==> src/rtl/serial_adder_pkg.sv <==
// Shared definitions for the serial adder controller.
// Contents:
//   WIDTH_DEFAULT : default operand width
//   state_t       : controller states IDLE / RUN / DONE
//   clog2()       : bit counter width for a given operand width
package serial_adder_pkg;

  localparam int WIDTH_DEFAULT = 8;

  typedef enum logic [1:0] {
    IDLE = 2'd0,
    RUN  = 2'd1,
    DONE = 2'd2
  } state_t;

  // Smallest n with 2**n >= value; the counter only has to reach WIDTH-1.
  function automatic int clog2(input int value);
    int result;
    result = 0;
    for (int i = 0; i < 32; i++) begin
      if (((value - 1) >> i) != 0) begin
        result = i + 1;
      end
    end
    return result;
  endfunction

endpackage

==> src/rtl/serial_adder_ctrl_fa.sv <==
// Single-bit combinational full-adder cell.
// Ports:
//   A, B, Cin : input bits
//   out       : sum bit
//   Cout      : carry-out bit
module serial_adder_ctrl_fa
  import serial_adder_pkg::*;
(
  input  logic A,
  input  logic B,
  input  logic Cin,
  output logic out,
  output logic Cout
);

  assign out  = A ^ B ^ Cin;
  assign Cout = (A & B) | (Cin & (A ^ B));

endmodule

==> src/rtl/serial_adder_ctrl.sv <==
// Bit-serial adder controller: adds two WIDTH-bit operands plus a carry-in,
// one bit per clock, LSB first, through a single full-adder cell.
// Ports:
//   clk, rst     : clock, synchronous active-high reset
//   start        : begin an addition (honoured only when idle)
//   A, B, Cin    : operands and carry-in, captured on acceptance
//   busy         : high while an addition is running or completing
//   done         : one-cycle pulse, sum/Cout valid while high
//   sum, Cout    : result registers, held until the next accepted start
module serial_adder_ctrl
  import serial_adder_pkg::*;
#(
  parameter int WIDTH = WIDTH_DEFAULT
) (
  input  logic             clk,
  input  logic             rst,
  input  logic             start,
  input  logic [WIDTH-1:0] A,
  input  logic [WIDTH-1:0] B,
  input  logic             Cin,
  output logic             busy,
  output logic             done,
  output logic [WIDTH-1:0] sum,
  output logic             Cout
);

  localparam int            CW       = clog2(WIDTH);
  localparam logic [CW-1:0] LAST_BIT = CW'(WIDTH - 1);

  state_t           state_r;
  state_t           state_next_s;
  logic [WIDTH-1:0] a_r;
  logic [WIDTH-1:0] b_r;
  logic             carry_r;
  logic [CW-1:0]    count_r;
  logic [WIDTH-1:0] sum_r;
  logic             cout_r;
  logic             busy_r;
  logic             done_r;
  logic             last_bit_s;
  logic             fa_sum_s;
  logic             fa_cout_s;

  serial_adder_ctrl_fa u_fa (
    .A    (a_r[0]),
    .B    (b_r[0]),
    .Cin  (carry_r),
    .out  (fa_sum_s),
    .Cout (fa_cout_s)
  );

  // State register
  always_ff @(posedge clk) begin
    if (rst) begin
      state_r <= IDLE;
    end else begin
      state_r <= state_next_s;
    end
  end

  // Next-state logic; last_bit_s flags the RUN cycle that handles the MSB
  always_comb begin
    state_next_s = state_r;
    last_bit_s   = 1'b0;
    case (state_r)
      IDLE: begin
        if (start) begin
          state_next_s = RUN;
        end else begin
          state_next_s = IDLE;
        end
      end
      RUN: begin
        last_bit_s = (count_r == LAST_BIT);
        if (last_bit_s) begin
          state_next_s = DONE;
        end else begin
          state_next_s = RUN;
        end
      end
      DONE: begin
        state_next_s = IDLE;
      end
      default: begin
        state_next_s = IDLE;
      end
    endcase
  end

  // Operand capture, serial datapath and registered status outputs
  always_ff @(posedge clk) begin
    if (rst) begin
      a_r     <= '0;
      b_r     <= '0;
      carry_r <= 1'b0;
      count_r <= '0;
      sum_r   <= '0;
      cout_r  <= 1'b0;
      busy_r  <= 1'b0;
      done_r  <= 1'b0;
    end else begin
      case (state_r)
        IDLE: begin
          if (start) begin
            a_r     <= A;
            b_r     <= B;
            carry_r <= Cin;
            count_r <= '0;
          end
        end
        RUN: begin
          a_r     <= {1'b0, a_r[WIDTH-1:1]};
          b_r     <= {1'b0, b_r[WIDTH-1:1]};
          carry_r <= fa_cout_s;
          // New bit enters at the MSB; after WIDTH shifts bit 0 is at the LSB.
          sum_r   <= {fa_sum_s, sum_r[WIDTH-1:1]};
          count_r <= count_r + CW'(1);
          if (last_bit_s) begin
            cout_r <= fa_cout_s;
          end
        end
        DONE: begin
        end
        default: begin
        end
      endcase
      // Status flags follow the state being entered so they stay registered.
      busy_r <= (state_next_s != IDLE);
      done_r <= (state_next_s == DONE);
    end
  end

  assign busy = busy_r;
  assign done = done_r;
  assign sum  = sum_r;
  assign Cout = cout_r;

endmodule

==> config.mk <==
export PLATFORM = sky130hd
export DESIGN_NAME = serial_adder_ctrl
export DESIGN_NICKNAME = d
export VERILOG_FILES = /design/src/rtl/serial_adder_pkg.sv /design/src/rtl/serial_adder_ctrl_fa.sv /design/src/rtl/serial_adder_ctrl.sv
export SDC_FILE = /design/constraint.sdc
export NUM_CORES = 1
export LEC_CHECK = 0
export ABC_AREA = 1
export BUFFER_PORTS_ARGS = -buffer_cell sky130_fd_sc_hd__buf_2
export CAP_MARGIN = 40
export CORE_ASPECT_RATIO = 0.7
export CORE_MARGIN = 2
export CORE_UTILIZATION = 53
export CTS_CLUSTER_SIZE = 14
export DETAILED_ROUTE_END_ITERATION = 8
export PLACE_DENSITY = 0.74
export SLEW_MARGIN = 20
export SYNTH_ARGS = -nofsm -noshare
export SYNTH_HDL_FRONTEND = slang
export SYNTH_SLANG_ARGS = --single-unit
export TNS_END_PERCENT = 10
==> constraint.sdc <==
create_clock -name clk -period 1.5 [get_ports clk]
set_input_delay 0.15 -clock clk [delete_from_list [all_inputs] [get_ports clk]]
set_output_delay 0.15 -clock clk [all_outputs]
set_load 0.02 [all_outputs]
# Word level (Yosys, flattened, before mapping)
# Cells that the tools add are included.
[classes]
n_addsub = 1
eq_ne = 4
mux = 12
bitwise_logic = 5
reduce_logical = 5
[ops]
columns = ["operator", "count"]
rows = [
  ["8-bit case mux with 2 select lines", 2],
  ["8-bit two-way mux", 2],
  ["3-bit case mux with 2 select lines", 1],
  ["2-bit case mux with 2 select lines", 1],
  ["2-bit AND reduction", 2],
  ["2-bit nonzero test", 2],
  ["3-bit by 1-bit adder with 3-bit output (second input constant)", 1],
  ["3-bit equality test (second input constant)", 1],
  ["1-bit two-way mux", 3],
  ["3-bit two-way mux", 1],
  ["1-bit AND", 2],
  ["2-bit by 1-bit equality test with 1-bit output (second input constant)", 1],
  ["2-bit equality test (second input constant)", 1],
  ["2-bit logical NOT", 1],
  ["2-bit two-way mux", 1],
  ["2-bit != test (second input constant)", 1],
  ["1-bit case mux with 2 select lines", 1],
  ["1-bit bitwise XOR", 2],
  ["1-bit OR", 1],
]
[totals]
regBits = 33
inputBits = 20
out_inout_bits = 11
word_cells = 36

# Depth between registers and ports, before layout
[depth]
word_depth = 4
mapped_depth = 7
mapped_depth_nobuf = 6

# Hierarchy
# From an unflattened synthesis, not the netlist that was laid out.
[hier_totals]
hier_cells = 232
hier_area_um2 = 1539.0
[modules_own_cells]
columns = ["module", "n_inst", "cells_each", "area_per_inst_um2", "seq_area_each_um2"]
rows = [
  ["serial_adder_ctrl", 1, 231, 1519.0, 660.6],
  ["serial_adder_ctrl_fa", 1, 1, 20.0, 0.0],
]

# Worst setup path before layout
# OpenSTA, ideal clock, no wires.
[synth_path]
path_type = "register to register"
startpoint = "register carry_r"
endpoint = "register carry_r"
setup_ns = 0.114
arrival_time_ns = 0.963
required_ns = 1.386
slack_ns = 0.423
path_stages_with_launch = 6
path_buffers = 0
synth_period_minus_slack_ns = 1.077
cell_sequence = "dfxtp_1 -> fa_1 -> inv_1 -> nor2_1 -> a21oi_1 -> nor2_1"
[synth_via]
elab_chain_len = 3
[synth_lines]
columns = ["item", "line_no", "source"]
rows = [
  ["from (decl)", "serial_adder_ctrl.sv:34", "logic carry_r;"],
  ["from (signal assigned)", "serial_adder_ctrl.sv:107", "carry_r <= Cin;"],
  ["from (signal assigned)", "serial_adder_ctrl.sv:114", "carry_r <= fa_cout_s;"],
  ["1-bit AND", "serial_adder_ctrl_fa.sv:17", "assign Cout = (A & B) | (Cin & (A ^ B));"],
  ["1-bit OR", "serial_adder_ctrl_fa.sv:17", ""],
  ["named net fa_cout_s", "serial_adder_ctrl.sv:42", "logic fa_cout_s;"],
  ["1-bit case mux with 2 select lines", "serial_adder_ctrl.sv:102", "case (state_r)"],
]
# The timed path passes the listed nets, and every way through them passes these cells.
# A chain may end at the register's enable or synchronous reset.

# Final worst setup path
[layout_path]
startpoint = "register state_r[1]"
endpoint = "register sum_r[7] (netlist: sum[7])"
[layout_via]
elab_chain_len = 1
[layout_lines]
columns = ["item", "line_no", "source"]
rows = [
  ["from (decl)", "serial_adder_ctrl.sv:30", "state_t state_r;"],
  ["from (signal assigned)", "serial_adder_ctrl.sv:57", "state_r <= state_next_s;"],
  ["2-bit by 1-bit equality test with 1-bit output", "serial_adder_ctrl.sv:102", ""],
  ["to (signal assigned)", "serial_adder_ctrl.sv:116", "sum_r <= {fa_sum_s, sum_r[WIDTH-1:1]};"],
  ["to (decl)", "serial_adder_ctrl.sv:36", "logic [WIDTH-1:0] sum_r;"],
]
# No other way between the ends.

==> metrics <==
Hold Path Stages=2; post-DR vias/cell=4.59; Final min period=1270 ps; largest net degree at the start of global routing=32; GRT overflow=0; wire per inst=9.76 um; Adder-Cell Fraction of Synth Area=0.0293; post-cts hold buffer count=0; Slew Limit Fails=0; Diodes inserted=0; Mapped Nets=255; Area contributors post-synth=dfxtp_1 (43%), nor2_1 (13%), nand2_1 (10%); crit path cell chain=inv_1 > nand2_1 > buf_4 > o21ai_0 > nor2_1; maximum buffer depth of the clock tree=2; Rows=16; RSZ-0062 raised after global routing=no; TritonCTS clock tree=built; Antenna Nets Post-Route=0; Total GRT Usage=0.195; post-synth top area share=0.429; flop-to-flop setup slack=230 ps; hold path endpoint=b_r[7]$_SDFFE_PP0P_; final hold violation count=0; Via Count=1,376; endpoints failing setup=0; Yosys warning total=0; IO buf count=30; Final nets=286; drt total wl=2930 um; delay-heaviest family, CP=buffers and inverters; maximum vdd drop=0.613 mV; initial core utilization=0.553; placed cells=292; DIE HEIGHT=49.1 um; CP Class=reg2reg; fmax=0.789 GHz; final worst-path cycle share=0.845; CP Buf/Inv Count=2; clk_skew=7.56 ps; r2r endpoint=sum[7]$_SDFFE_PP0P_; PwrDens=1120 nW/um2; library cells used by synthesis=18; number of global-route vias before repair=1,146; postcts setup bufs=0; FF+latch count, synth=33; GP Congestion=0.777; Max stage delay on crit path=310 ps; worst hold path startpoint=rst; die width=68.4 um; largest area contributor in the netlist=dfxtp_1; die area=3360 um2; DRC Markers=0; crit-path max FO=31; Synth Instances=232; Simple-Gate Fraction of Synth Area=0.295; setup_tns=0 ps; HPWL after DPL=2110 um; # H-tree levels=2; sequential area share after synthesis=0.429; Post-Synth XOR/XNOR Area=0; Root Driver=clkbuf_8; P&R area growth vs syn=18.0%; CORE AREA=2780 um2; Max transition margin=0.812; Worst Hold Class=in2reg; first-pass GRT wire length=4890 um; insertion delay to the later sink of the worst-skew pair=280 ps; fin cells=300; Tightest Pin Transition=282 ps; RR Startpoint=state_r[1]$_SDFF_PP0_; CP endpoint kind=register; post-CTS sizing=0; crit start category=register; status=finished, final reports clean; slowest CP cell=dfxtp_1; synthesized area per cell=6.63 um2; post-synthesis mux area share=0; initial drt markers=73; clk sinks=33; Critical Path AT=1440 ps; initial antenna violation count=0; clock slew at reported path FFs=70 ps; CTS buffer count=5; Reg2Reg Depth=5; complex-gate fraction of the synthesized area=0.102; # IOs=31; largest family of logic cells by synthesized area=simple AND/OR/NAND/NOR gates; Mapped Area=1540 um2; number of detailed-route iterations in the first pass=4; leakage power=0.937 nW; WP data required=1670 ps; max_cap viols=0; layout cells sized above 1=0.186
-- cells in the mapped netlist --
master and number:
a21oi_1 19, buf_2 10, buf_4 2, buf_6 1
clkbuf_1 1, dfxtp_1 33, fa_1 1, ha_1 2
inv_1 37, inv_2 1, nand2_1 41, nand3_1 15
nand4_1 2, nor2_1 55, nor2_2 1, o21a_1 1
o21ai_0 9, o21ai_2 1
-- layout by cell type, fill, tap and decap left out --
| cell | count |
|---|---|
| clkbuf_8 | 7 |
| buf_2 | 30 |
| buf_4 | 8 |
| nand4_1 | 2 |
| o21a_1 | 1 |
| inv_2 | 1 |
| dfxtp_1 | 33 |
| o21ai_2 | 1 |
| ha_1 | 2 |
| nand3_1 | 15 |
| nor2_1 | 55 |
| nand2_1 | 41 |
| o21ai_0 | 9 |
| nor2_2 | 1 |
| inv_1 | 37 |
| clkinv_2 | 1 |
| a21oi_1 | 19 |
| fa_1 | 1 |
-- worst max path at each step --
stage                            to  cells past startpoint  slack (ps)                   from
4_1_cts         sum[7]$_SDFFE_PP0P_                      5         240  state_r[1]$_SDFF_PP0_
3_5_place_dp    sum[5]$_SDFFE_PP0P_                      5         250  state_r[1]$_SDFF_PP0_
3_3_place_gp    sum[7]$_SDFFE_PP0P_                      5         270  state_r[1]$_SDFF_PP0_
2_1_floorplan  carry_r$_SDFFE_PP0P_                      5         420   carry_r$_SDFFE_PP0P_
5_1_grt         b_r[5]$_SDFFE_PP0P_                      6         140  state_r[1]$_SDFF_PP0_
6_report        sum[7]$_SDFFE_PP0P_                      5         230  state_r[1]$_SDFF_PP0_
-- cell families (layout without fill, tap and decap cells) --
kind of cell,count (synthesis),in the layout
AND/OR/NAND/NOR,114,114
buffers and inverters,52,84
flip-flops,33,33
AO/OA/AOI/OAI,30,30
adder cells (fa/ha/maj),3,3
-- area by class of cell --
type                    count  area, um2
clock inverters             1       5.00
inverters                  38        143
well taps                  36       45.0
fillers                   270        967
multi-input cells         147        656
repair buffers             38        210
clock buffers               7       96.3
flip-flops and latches     33        661
-- sequential cells by signal, indices dropped and copies added (netlist names) --
register and cells:
Cout 1, a_r 8, b_r 8, busy 1, carry_r 1, count_r 3
done 1, state_r 2, sum 8
-- through the flow --
step	setup WS, ps	hold slack, ps	total power, W	cell area, um2	util
6_report	233	128	0.00203	1820	0.652
5_1_grt	144	140	0.00214	1820	0.652
4_1_cts	243	118	0.00205	1820	0.652
3_5_place_dp	246	420	0.00132	1710	0.616
3_3_place_gp	274	426	0.00131	1710	0.616
2_1_floorplan	423	321	0.00123	1540	-
-- worst register-to-register path: cells and delay by family (launching register included) --
family | cells | cell delay [ps]
and+or+nand+nor | 2 | 180
buffers and inverters | 2 | 440
DFF | 1 | 310
AOI/OAI and AO/OA | 1 | 230
-- metal layers --
metal	vias to the layer above	routed length, um	track usage	share of wire
met4	0	46	0.0900	0.016
met2	22	1160	0.266	0.40
met1	590	1600	0.286	0.55
met5	-	0	0	0
met3	6	118	0.0485	0.040
li1	758	-	-	-
-- power breakdown --
part           total (W)  switching, W  internal [W]
Clock           0.000730      0.000316      0.000414
Sequential      0.000972     0.0000295      0.000942
Combinational   0.000327      0.000197      0.000130
Note: power is estimated with default switching activity, not from simulation.
